$ cat config.mk
export PLATFORM = sky130hd
export DESIGN_NAME = mul_div_unit_divider
export DESIGN_NICKNAME = d
export VERILOG_FILES = /design/src/rtl/mul_div_unit_divider_pkg.sv /design/src/rtl/mul_div_unit_divider_div_step.sv /design/src/rtl/mul_div_unit_divider.sv
export SDC_FILE = /design/constraint.sdc
export NUM_CORES = 1
export LEC_CHECK = 0
export BUFFER_PORTS_ARGS = -buffer_cell sky130_fd_sc_hd__buf_2
export CORE_MARGIN = 1.5
export CORE_UTILIZATION = 60
export DETAILED_ROUTE_END_ITERATION = 12
export GPL_TIMING_DRIVEN = 1
export PLACE_DENSITY = 0.85
export SYNTH_ARGS = -nofsm -noshare
export SYNTH_HDL_FRONTEND = slang
export SYNTH_HIERARCHICAL = 1
export SYNTH_SLANG_ARGS = --single-unit
$ cat constraint.sdc
create_clock -name clk_i -period 8.4 [get_ports clk_i]
set_clock_uncertainty 0.05 [all_clocks]
set_input_delay 1.26 -clock clk_i [delete_from_list [all_inputs] [get_ports clk_i]]
set_output_delay 1.26 -clock clk_i [all_outputs]
set_load 0.01 [all_outputs]
$ cat src/rtl/mul_div_unit_divider_pkg.sv
// ---------------------------------------------------------------------------
// mul_div_unit_divider_pkg
//   Shared MIPS definitions for the iterative divider:
//   - FSM state encoding of the divider sequencer.
//   - DIV/DIVU funct codes the control unit decodes to drive start/signed.
// ---------------------------------------------------------------------------
package mul_div_unit_divider_pkg;

    typedef enum logic [1:0] {
        IDLE   = 2'd0,
        CALC   = 2'd1,
        FINISH = 2'd2
    } div_state_t;

    // R-type funct field values for the two divide instructions.
    localparam logic [5:0] FUNCT_DIV  = 6'h1A;  // signed divide
    localparam logic [5:0] FUNCT_DIVU = 6'h1B;  // unsigned divide

endpackage : mul_div_unit_divider_pkg

$ cat src/rtl/mul_div_unit_divider_div_step.sv
// ---------------------------------------------------------------------------
// mul_div_unit_divider_div_step
//   One restoring-division iteration, purely combinational.
//   The {rem, quo} pair is shifted left by one, a WIDTH+1 bit trial
//   subtraction of the divisor is made, and either the difference is kept
//   (quotient bit 1) or the shifted remainder is restored (quotient bit 0).
//
// Ports:
//   rem       in   WIDTH  partial remainder before this iteration
//   quo       in   WIDTH  working dividend / quotient before this iteration
//   divisor   in   WIDTH  magnitude of the divisor
//   rem_next  out  WIDTH  partial remainder after this iteration
//   quo_next  out  WIDTH  working dividend / quotient after this iteration
// ---------------------------------------------------------------------------
module mul_div_unit_divider_div_step #(
    parameter int WIDTH = 32
) (
    input  logic [WIDTH-1:0] rem,
    input  logic [WIDTH-1:0] quo,
    input  logic [WIDTH-1:0] divisor,
    output logic [WIDTH-1:0] rem_next,
    output logic [WIDTH-1:0] quo_next
);

    logic [WIDTH:0] rem_shift;
    logic [WIDTH:0] trial;
    logic           borrow;

    // The remainder is always below the divisor, so after the shift it
    // needs one extra bit; a WIDTH+1 bit difference is then exact and its
    // MSB is a clean borrow flag.
    assign rem_shift = {rem, quo[WIDTH-1]};
    assign trial     = rem_shift - {1'b0, divisor};
    assign borrow    = trial[WIDTH];

    // On borrow the shifted remainder is below the divisor, so it fits in
    // WIDTH bits and can be restored directly.
    assign rem_next = borrow ? rem_shift[WIDTH-1:0] : trial[WIDTH-1:0];
    assign quo_next = {quo[WIDTH-2:0], ~borrow};

endmodule : mul_div_unit_divider_div_step

$ cat src/rtl/mul_div_unit_divider.sv
// ---------------------------------------------------------------------------
// mul_div_unit_divider
//   Multi-cycle restoring divider for MIPS DIV/DIVU. Quotient feeds LO,
//   remainder feeds HI. Fixed latency: the start is accepted on edge E0,
//   WIDTH iterations run on E1..E(WIDTH), results and a one-cycle done
//   pulse are registered on E(WIDTH+1). No early exit.
//
// Ports:
//   clk_i          in   1      clock, rising edge
//   rst_i          in   1      asynchronous reset, active high
//   start_in       in   1      request a divide (only honoured in IDLE)
//   signed_in      in   1      1 = DIV (two's complement), 0 = DIVU
//   dividend_in    in   WIDTH  dividend, captured when start is accepted
//   divisor_in     in   WIDTH  divisor, captured when start is accepted
//   busy_out       out  1      divide in progress
//   done_out       out  1      one-cycle pulse, results valid from here on
//   quotient_out   out  WIDTH  quotient (LO)
//   remainder_out  out  WIDTH  remainder (HI)
//   div_zero_out   out  1      divisor was zero, held with the results
// ---------------------------------------------------------------------------
module mul_div_unit_divider
    import mul_div_unit_divider_pkg::*;
#(
    parameter int WIDTH = 32,
    parameter int CNT_W = 6
) (
    input  logic             clk_i,
    input  logic             rst_i,
    input  logic             start_in,
    input  logic             signed_in,
    input  logic [WIDTH-1:0] dividend_in,
    input  logic [WIDTH-1:0] divisor_in,
    output logic             busy_out,
    output logic             done_out,
    output logic [WIDTH-1:0] quotient_out,
    output logic [WIDTH-1:0] remainder_out,
    output logic             div_zero_out
);

    localparam logic [CNT_W-1:0] LAST_ITER = CNT_W'(WIDTH - 1);

    div_state_t       state;
    div_state_t       state_next;

    logic             load;
    logic             iterate;
    logic             finish;

    logic [CNT_W-1:0] cnt;
    logic [WIDTH-1:0] rem_q;
    logic [WIDTH-1:0] quo_q;
    logic [WIDTH-1:0] divisor_q;
    logic [WIDTH-1:0] dividend_raw_q;
    logic             neg_dividend_q;
    logic             neg_divisor_q;
    logic             div_zero_q;

    logic             neg_dividend;
    logic             neg_divisor;
    logic [WIDTH-1:0] abs_dividend;
    logic [WIDTH-1:0] abs_divisor;

    logic [WIDTH-1:0] rem_step;
    logic [WIDTH-1:0] quo_step;
    logic [WIDTH-1:0] quo_final;
    logic [WIDTH-1:0] rem_final;

    // -----------------------------------------------------------------------
    // Operand conditioning. Negating 0x80000000 wraps to itself, which is
    // exactly its magnitude when read as unsigned, so no special case.
    // -----------------------------------------------------------------------
    assign neg_dividend = signed_in & dividend_in[WIDTH-1];
    assign neg_divisor  = signed_in & divisor_in[WIDTH-1];
    assign abs_dividend = neg_dividend ? -dividend_in : dividend_in;
    assign abs_divisor  = neg_divisor  ? -divisor_in  : divisor_in;

    // -----------------------------------------------------------------------
    // Single iteration cell, reused every CALC cycle.
    // -----------------------------------------------------------------------
    mul_div_unit_divider_div_step #(
        .WIDTH (WIDTH)
    ) u_div_step (
        .rem      (rem_q),
        .quo      (quo_q),
        .divisor  (divisor_q),
        .rem_next (rem_step),
        .quo_next (quo_step)
    );

    // -----------------------------------------------------------------------
    // FSM state register.
    // -----------------------------------------------------------------------
    // NOTE: clocked state uses non-blocking assignments so every register
    // samples the pre-edge values, independent of statement order.
    always_ff @(posedge clk_i or posedge rst_i) begin
        if (rst_i) begin
            state <= IDLE;
        end else begin
            state <= state_next;
        end
    end

    // -----------------------------------------------------------------------
    // FSM next state and datapath strobes.
    // -----------------------------------------------------------------------
    // NOTE: every signal driven here gets a default first, so no path can
    // leave one unassigned and infer a latch.
    always_comb begin
        state_next = state;
        load       = 1'b0;
        iterate    = 1'b0;
        finish     = 1'b0;
        unique case (state)
            IDLE: begin
                if (start_in) begin
                    load       = 1'b1;
                    state_next = CALC;
                end
            end
            CALC: begin
                iterate = 1'b1;
                if (cnt == LAST_ITER) begin
                    state_next = FINISH;
                end
            end
            FINISH: begin
                finish     = 1'b1;
                state_next = IDLE;
            end
            default: begin
                state_next = IDLE;
            end
        endcase
    end

    // -----------------------------------------------------------------------
    // Working registers. Starts are only seen through `load`, which is
    // only raised in IDLE, so a start during a divide has no effect.
    // -----------------------------------------------------------------------
    // NOTE: the working registers are plain flops, not a memory, so they
    // are cleared by reset along with the control state.
    always_ff @(posedge clk_i or posedge rst_i) begin
        if (rst_i) begin
            cnt            <= '0;
            rem_q          <= '0;
            quo_q          <= '0;
            divisor_q      <= '0;
            dividend_raw_q <= '0;
            neg_dividend_q <= 1'b0;
            neg_divisor_q  <= 1'b0;
            div_zero_q     <= 1'b0;
        end else if (load) begin
            cnt            <= '0;
            rem_q          <= '0;
            quo_q          <= abs_dividend;
            divisor_q      <= abs_divisor;
            dividend_raw_q <= dividend_in;
            neg_dividend_q <= neg_dividend;
            neg_divisor_q  <= neg_divisor;
            div_zero_q     <= (divisor_in == '0);
        end else if (iterate) begin
            cnt   <= cnt + CNT_W'(1);
            rem_q <= rem_step;
            quo_q <= quo_step;
        end
    end

    // -----------------------------------------------------------------------
    // Sign correction and divide-by-zero override, applied in FINISH.
    // The remainder follows the dividend's sign so that
    // dividend = quotient * divisor + remainder holds in two's complement.
    // -----------------------------------------------------------------------
    always_comb begin
        quo_final = quo_q;
        rem_final = rem_q;
        if (div_zero_q) begin
            quo_final = '1;
            rem_final = dividend_raw_q;
        end else begin
            if (neg_dividend_q ^ neg_divisor_q) begin
                quo_final = -quo_q;
            end
            if (neg_dividend_q) begin
                rem_final = -rem_q;
            end
        end
    end

    // -----------------------------------------------------------------------
    // Output registers. Results only move on the FINISH edge, so HI/LO
    // readers see stable values for the whole of the next divide.
    // -----------------------------------------------------------------------
    always_ff @(posedge clk_i or posedge rst_i) begin
        if (rst_i) begin
            busy_out      <= 1'b0;
            done_out      <= 1'b0;
            quotient_out  <= '0;
            remainder_out <= '0;
            div_zero_out  <= 1'b0;
        end else begin
            done_out <= finish;
            if (load) begin
                busy_out <= 1'b1;
            end else if (finish) begin
                busy_out <= 1'b0;
            end
            if (finish) begin
                quotient_out  <= quo_final;
                remainder_out <= rem_final;
                div_zero_out  <= div_zero_q;
            end
        end
    end

endmodule : mul_div_unit_divider

==> key figures, run 1 <==
STA
  • Final number of setup-violating endpoints: 0
  • Relative slew slack: 15.5%
  • Fmax achieved: 252 MHz
  • Hold Vio Cnt, Final: 0
  • Slew @ Worst Pin: 1.26 ns
  • Period utilization: 47.3%
  • Final Critical Period: 3.97 ns
  • Hold_ws: 0.425 ns
  • RSZ-0062 raised after global routing: false
  • Setup_tns: 0 ns
  • Slew Limit Fails: 0

CTS
  • Post-cts sizing count: 0
  • Longest Clk Path Bufs: 3
  • Sinks on Clock Net: 206
  • Postcts setup bufs: 0
  • # hold bufs at CTS: 0
  • TritonCTS clock tree: built
  • Clock-pin slew on the worst setup and hold paths: 0.06 ns
  • Clk_lat worst skew: 0.51 ns
  • Root buffer cell: clkbuf_16
  • TritonCTS Buffers: 23
  • Maximum level of the CTS H-tree: 1

Hold path
  • Hold crit path type: flop to flop

Setup path
  • CP Capture Type: flop
  • Setup crit start kind: flop
  • WP data arrival: 4.31 ns
  • Worst reg2reg setup slack: 4.43 ns
  • CP required: 8.74 ns
  • Crit-path max FO: 24
  • Critical path type: flop to flop

Finish
  • Fillers: 1800
  • Syn-to-layout area delta: 8.71%
  • Nets: 1664
  • Layout cells sized above 1: 15.4%

Global route
  • Largest net degree at the start of global routing: 144
  • Antenna violations before repair: 1
  • First-pass GRT wire length: 58500 µm
  • GRT Resource Usage Total: 30.8%
  • Congestion Overflow GR: 0
  • Number of global-route vias before repair: 11265

Yosys
  • Ys async rst share: 100%
  • Mapped Nets: 1613
  • Syn avg cell area: 8.87 µm²
  • FF+latch count, synth: 206
  • Commonest register cell after synthesis: dfrtp_1
  • Post-synth EDFFs: 0
  • Yosys warning count: 6
  • Mapped Cells: 1507
  • Post-synthesis cell area: 13400 µm²
  • Netlist cell types: 91
  • Register area share after synthesis: 38.6%

Floorplan
  • Total Die Area: 23200 µm²
  • Die X: 152 µm
  • Initial Util: 61.3%
  • Core area: 21800 µm²
  • Row cnt: 54
  • Die Span Y: 152 µm
  • I/O pin count: 135

Power and ir drop
  • Pwr/cell area: 458 nW/µm²
  • LEAKAGE: 6.75 nW
  • Max rail drop VDD: 0.000215 V

Detailed routing
  • Via density: 6.37
  • First-pass DRT Iterations: 5
  • Vias: 11782
  • Final ANT Viol Nets: 0
  • DR DRC count: 0
  • Final wirelength: 36200 µm
  • Iteration-0 DRC Markers: 998
  • Avg WL per Cell: 19.6 µm

Placed design
  • Gpl congestion: 0.985
  • DP HPWL: 25600 µm
  • PortBufs: 134

Run
  • Max-Cap Viols: 0

Outcome
  • Outcome: complete, no violations
metal layers:
metal / vias to the layer above / GRT usage [%] / share of wire, %
met1: 5698 / 43.1 / 43
li1: 5464 / - / -
met2: 540 / 48.9 / 46
met3: 80 / 5.83 / 8.2
met5: - / 0 / 0
met4: 0 / 9.20 / 2.7
through the flow:
| step | util, % | power [mW] | setup WS, ns | std cells | instance area (µm²) |
|---|---|---|---|---|---|
| detailed placement | 63.5 | 5.62 | 4.41 | 1813 | 13800 |
| global placement | 63.5 | 5.49 | 4.45 | 1813 | 13800 |
| finish | 66.6 | 6.66 | 4.43 | 1849 | 14500 |
| CTS | 66.6 | 6.60 | 4.46 | 1848 | 14500 |
| global route | 66.6 | 7.12 | 4.24 | 1848 | 14500 |
| floorplan | - | 4.99 | 1.47 | 1507 | 13400 |
where the power goes:
part | internal, mW | switching, mW | total (mW)
registers | 1.40 | 0.505 | 1.91
logic | 1.80 | 2.00 | 3.80
clock network | 0.554 | 0.396 | 0.950
total | 3.75 | 2.90 | 6.66
placed cells by master (no fill, tap or decap), drive strengths merged, types with 12 or more instances in the layout:
| cell | synthesis | routed |
|---|---|---|
| a22oi | 12 | 12 |
| inv | 57 | 57 |
| nand2 | 177 | 177 |
| a31oi | 33 | 33 |
| o31ai | 28 | 28 |
| nand3 | 29 | 29 |
| nor3 | 29 | 29 |
| clkbuf | 66 | 32 |
| mux2 | 23 | 23 |
| ha | 37 | 37 |
| xnor2 | 74 | 74 |
| nor4 | 18 | 18 |
| dfrtp | 206 | 206 |
| buf | 50 | 144 |
| nor2 | 112 | 112 |
| a21oi | 109 | 109 |
| a21o | 21 | 21 |
| a22o | 33 | 33 |
| o41ai | 17 | 17 |
| mux2i | 15 | 15 |
| xor2 | 66 | 66 |
| o21ai | 115 | 115 |
| and3 | 19 | 19 |
| o22ai | 26 | 26 |
critical path, cell delays in order (launching register included):
cell and delay [ns]:
dfrtp_1 0.46, inv_1 0.08, ha_1 0.24, fa_1 0.40, and2b_1 0.25, o2111ai_2 0.14, a21oi_2 0.24, o2111ai_1 0.24
a211oi_2 0.35, nor2_4 0.10, mux2i_4 0.34, and2_4 0.31, inv_8 0.12, mux2_4 0.31, a22o_2 0.22
cell usage after synthesis (9+ instances only):
cell	count	area, µm²
nor3_1	27	135
or3_1	11	68.8
o31ai_1	27	203
o41ai_1	15	131
o21a_1	9	67.6
ha_1	37	463
buf_4	34	255
mux2_4	19	285
nand2_1	177	664
xor2_1	66	578
nor2_1	111	417
o21ai_0	89	445
nand3_1	29	145
nand4_1	11	68.8
and3_1	18	113
nor4_1	12	75.1
clkbuf_1	66	248
a21oi_1	107	536
xnor2_1	74	648
a22o_1	32	280
a22oi_1	12	90.1
o22ai_1	26	163
a21o_1	20	150
inv_1	55	206
a31oi_1	33	206
mux2i_1	14	140
o21ai_1	26	130
dfrtp_1	206	5150
worst paths after layout:
kind / from / cells past startpoint / endpoint
setup / recovery: quo_q[31]$_DFFE_PP0P_ / 14 / rem_q[27]$_DFFE_PP0P_
hold / removal: dividend_raw_q[13]$_DFFE_PP0P_ / 2 / dividend_raw_q[13]$_DFFE_PP0P_
setup reg to reg: quo_q[31]$_DFFE_PP0P_ / 14 / rem_q[27]$_DFFE_PP0P_
hold reg to reg: dividend_raw_q[13]$_DFFE_PP0P_ / 2 / dividend_raw_q[13]$_DFFE_PP0P_
max in group asynchronous: rst_i / 3 / remainder_out[14]$_DFFE_PP0P_
min in group asynchronous: rst_i / 2 / quotient_out[13]$_DFFE_PP0P_
sequential cells by signal (all words and copies together) (netlist names):
name and flops:
dividend_raw_q 32, divisor_q 32, quo_q 32, quotient_out 32, rem_q 32, remainder_out 32, cnt 6, state 2
busy_out 1, div_zero_out 1, div_zero_q 1, done_out 1, neg_dividend_q 1, neg_divisor_q 1
cells by family (layout without fill, tap and decap cells):
kind of cell | count (synthesis) | in the layout | share of synthesized area [%]
fa+ha+maj | 38 | 38 | 3.61
xor+xnor | 140 | 140 | 9.17
flops | 206 | 206 | 38.6
other cells | 0 | 1 | 0
compound gates | 442 | 442 | 21.2
buf+inv | 175 | 236 | 6.55
simple gates | 468 | 468 | 17.3
mux | 38 | 38 | 3.69
layout make-up:
| class | instances | area [µm²] | share of cell area (%) |
|---|---|---|---|
| clock buffer | 32 | 639 | 4.40 |
| timing repair buffer | 144 | 746 | 5.13 |
| clock inverter | 3 | 42.5 | 0.293 |
| sequential | 206 | 5150 | 35.5 |
| multi-input combinational | 1126 | 7370 | 50.7 |
| antenna | 1 | 2.50 | 0.0172 |
| inverter | 57 | 229 | 1.58 |
| tap | 280 | 350 | 2.41 |
Note: power is estimated with default switching activity, not from simulation.
==> run 2, diff against run 1 <==
--- a/config.mk
+++ b/config.mk
@@ -5,12 +5,13 @@
 export SDC_FILE = /design/constraint.sdc
 export NUM_CORES = 1
 export LEC_CHECK = 0
+export ABC_AREA = 1
 export BUFFER_PORTS_ARGS = -buffer_cell sky130_fd_sc_hd__buf_2
 export CORE_MARGIN = 1.5
-export CORE_UTILIZATION = 60
+export CORE_UTILIZATION = 56
 export DETAILED_ROUTE_END_ITERATION = 12
 export GPL_TIMING_DRIVEN = 1
-export PLACE_DENSITY = 0.85
+export PLACE_DENSITY = 0.83
 export SYNTH_ARGS = -nofsm -noshare
 export SYNTH_HDL_FRONTEND = slang
 export SYNTH_HIERARCHICAL = 1
==> constraint.sdc (replaced) <==
create_clock -name clk_i -period 3.4 [get_ports clk_i]
set_clock_uncertainty 0.05 [all_clocks]
set_input_delay 0.51 -clock clk_i [delete_from_list [all_inputs] [get_ports clk_i]]
set_output_delay 0.51 -clock clk_i [all_outputs]
set_load 0.01 [all_outputs]
==> key figures, run 2 <==
Finish
  • Nets: 2657
  • Commonest non-fill, non-tap cell in the layout: nand2_1
  • Post-route cell area: 17300 µm²
  • Ant diodes: 0
  • Layout cells sized above 1: 10.2%
  • Fillers: 2545
  • Most frequent cells in the layout: nand2_1 (850), inv_1 (343), nor2_1 (258)
  • Post-route non-filler standard cell count: 2941
  • Util after Layout: 63.7%
  • Sequential Area: 5150 µm²
  • Syn-to-layout area delta: 10.8%
  • Multi-input gate area: 8440 µm²

CTS
  • Longest Clk Path Bufs: 3
  • Maximum level of the CTS H-tree: 1
  • TritonCTS Buffers: 25
  • Sinks on Clock Net: 206
  • Post-cts sizing count: 0
  • Clock-pin slew on the worst setup and hold paths: 0.06 ns
  • # hold bufs at CTS: 0
  • Root buffer cell: clkbuf_16
  • TritonCTS clock tree: built
  • Clk_lat worst skew: 0.52 ns
  • Postcts setup bufs: 0

STA
  • Period utilization: 80.2%
  • Setup_tns: 0 ns
  • Final Critical Period: 2.73 ns
  • Relative slew slack: 38.3%
  • Final worst setup slack: 0.673 ns
  • Final number of setup-violating endpoints: 0
  • Hold_ws: 0.142 ns
  • Fmax achieved: 367 MHz
  • Slew @ Worst Pin: 0.924 ns
  • Hold Vio Cnt, Final: 0
  • Slew Limit Fails: 0
  • RSZ-0062 raised after global routing: false

Setup path
  • CP top delay family: simple AND/OR/NAND/NOR gates
  • CP Capture Type: flop
  • Worst reg2reg setup slack: 0.67 ns
  • CP required: 3.78 ns
  • Most used cell, CP: nand2_1
  • CP Cell Sequence: inv_1 > ha_1 > fa_1 > inv_1 > nand2_1 > nand2_1 > nand3_1 > nand2_2 > nand2_1 > nand2_2 > nand2_2 > nand2_2 > nand2_2 > nand2_4 > nand2_1 > nand2_1 > nand2_1 > o21ai_0
  • Slowest CP cell: dfrtp_1
  • Crit-path max FO: 32
  • Slowest cell delay on critical path: 0.40 ns
  • Setup crit start kind: flop
  • WP data arrival: 3.11 ns
  • Critical path type: flop to flop
  • Crit path buf inv count: 2

Placed design
  • Dpl ws: 0.754 ns
  • PortBufs: 134
  • Gpl congestion: 0.997
  • Dpl cell area: 16300 µm²
  • Dpl cells: 2896
  • DP HPWL: 39900 µm

Detailed routing
  • DR top layer: met4
  • Avg WL per Cell: 17.6 µm
  • Iteration-0 DRC Markers: 1711
  • Met3 wire len: 4050 µm
  • M1 WL: 22700 µm
  • Vias: 16463
  • First-pass DRT Iterations: 6
  • Final ANT Viol Nets: 0
  • DR DRC count: 0
  • Via density: 5.60
  • WL met2: 23600 µm
  • Final wirelength: 51900 µm

Floorplan
  • I/O pin count: 135
  • Initial Util: 57.5%
  • Die Span Y: 170 µm
  • Core area: 27100 µm²
  • Die X: 170 µm
  • Total Die Area: 28800 µm²
  • Row cnt: 60

Yosys
  • Mapped Nets: 2580
  • Ranking of synthesized cells by area: dfrtp_1 (33%), nand2_1 (20%), inv_1 (8.3%)
  • Post-synth EDFFs: 0
  • Netlist cell types: 47
  • FF+latch count, synth: 206
  • Leading area contributor after synthesis: dfrtp_1
  • Post-synth top area share: 33.1%
  • List of most frequent post-synthesis cells: nand2_1 (850), inv_1 (344), nor2_1 (258), nand3_1 (228), dfrtp_1 (206)
  • Register area share after synthesis: 33.1%
  • Ys async rst share: 100%
  • Most frequent cell after synthesis: nand2_1
  • Post-synthesis cell area: 15600 µm²
  • Mapped Cells: 2474
  • Commonest register cell after synthesis: dfrtp_1
  • Yosys warning count: 6
  • Syn avg cell area: 6.29 µm²

Power and ir drop
  • LEAKAGE: 9.13 nW
  • Max rail drop VDD: 0.000600 V
  • Pwr/cell area: 1030 nW/µm²
  • Tot Pwr: 17.8 mW

Global route
  • Number of global-route vias before repair: 15080
  • Largest net degree at the start of global routing: 69
  • Antenna violations before repair: 0
  • First-pass GRT wire length: 80900 µm
  • Congestion Overflow GR: 0
  • GRT Resource Usage Total: 36.0%

Run
  • Max-Cap Viols: 0

Outcome
  • Outcome: complete, no violations

Hold path
  • Hold crit path type: input port to async pin
==> run 2: cell count changes after synthesis, moves of 19 or more <==
cell      change
xnor2_1      -72
buf_2        +25
nand3_1     +199
mux2_4       -19
nor2_1      +147
o31ai_1      -26
xor2_1       -28
o21ai_0      +56
inv_1       +289
a21o_1       -19
clkbuf_1     -43
nand2_1     +673
a21oi_1      -36
a22o_1       -26
==> run 2: area by class of cell <==
cell class | instances | area share (%)
Multi-Input combinational cell | 1807 | 48.9
Tap cell | 372 | 2.70
Sequential cell | 206 | 29.9
Clock buffer | 32 | 4.18
Clock inverter | 13 | 1.46
Timing Repair Buffer | 156 | 5.06
Inverter | 355 | 7.77
==> run 2: report_power, final <==
part           internal (mW)  switching [mW]
sequential              3.41            1.02
combinational           3.34            6.94
clock                   2.02            1.09
total                   8.78            9.05
==> run 2: path summary, 6_finish.rpt <==
check | start | to | depth (start not counted)
max in group asynchronous | rst_i | remainder_out[18]$_DFFE_PP0P_ | 3
min reg2reg | busy_out$_DFFE_PP0P_ | busy_out$_DFFE_PP0P_ | 2
max reg2reg | quo_q[31]$_DFFE_PP0P_ | rem_q[2]$_DFFE_PP0P_ | 18
min | rst_i | dividend_raw_q[11]$_DFFE_PP0P_ | 2
max | quo_q[31]$_DFFE_PP0P_ | rem_q[2]$_DFFE_PP0P_ | 18
min in group clk_i | dividend_in[31] | dividend_raw_q[31]$_DFFE_PP0P_ | 3
==> run 2: cell families (layout without fill, tap and decap cells) <==
kind of cell / count (synthesis) / after routing / share of synthesized area [%]
buf+inv: 461 / 556 / 12.7
fa+ha+maj: 38 / 38 / 3.10
xor+xnor: 40 / 40 / 2.25
flops: 206 / 206 / 33.1
simple gates: 1435 / 1435 / 38.5
compound gates: 294 / 294 / 10.4
==> run 2: layer usage <==
layer	vias up	global-route usage (%)
met5	-	0
met4	0	10.4
met3	118	4.29
met2	772	58.4
met1	7697	50.6
li1	7876	-
==> run 2: worst register-to-register path: cells and delay by family (launching register included) <==
family	cells	cell delay (ns)
AOI/OAI and AO/OA	1	0.12
buffers and inverters	2	0.17
adders and majority gates	2	0.62
and+or+nand+nor	13	1.26
DFF	1	0.40
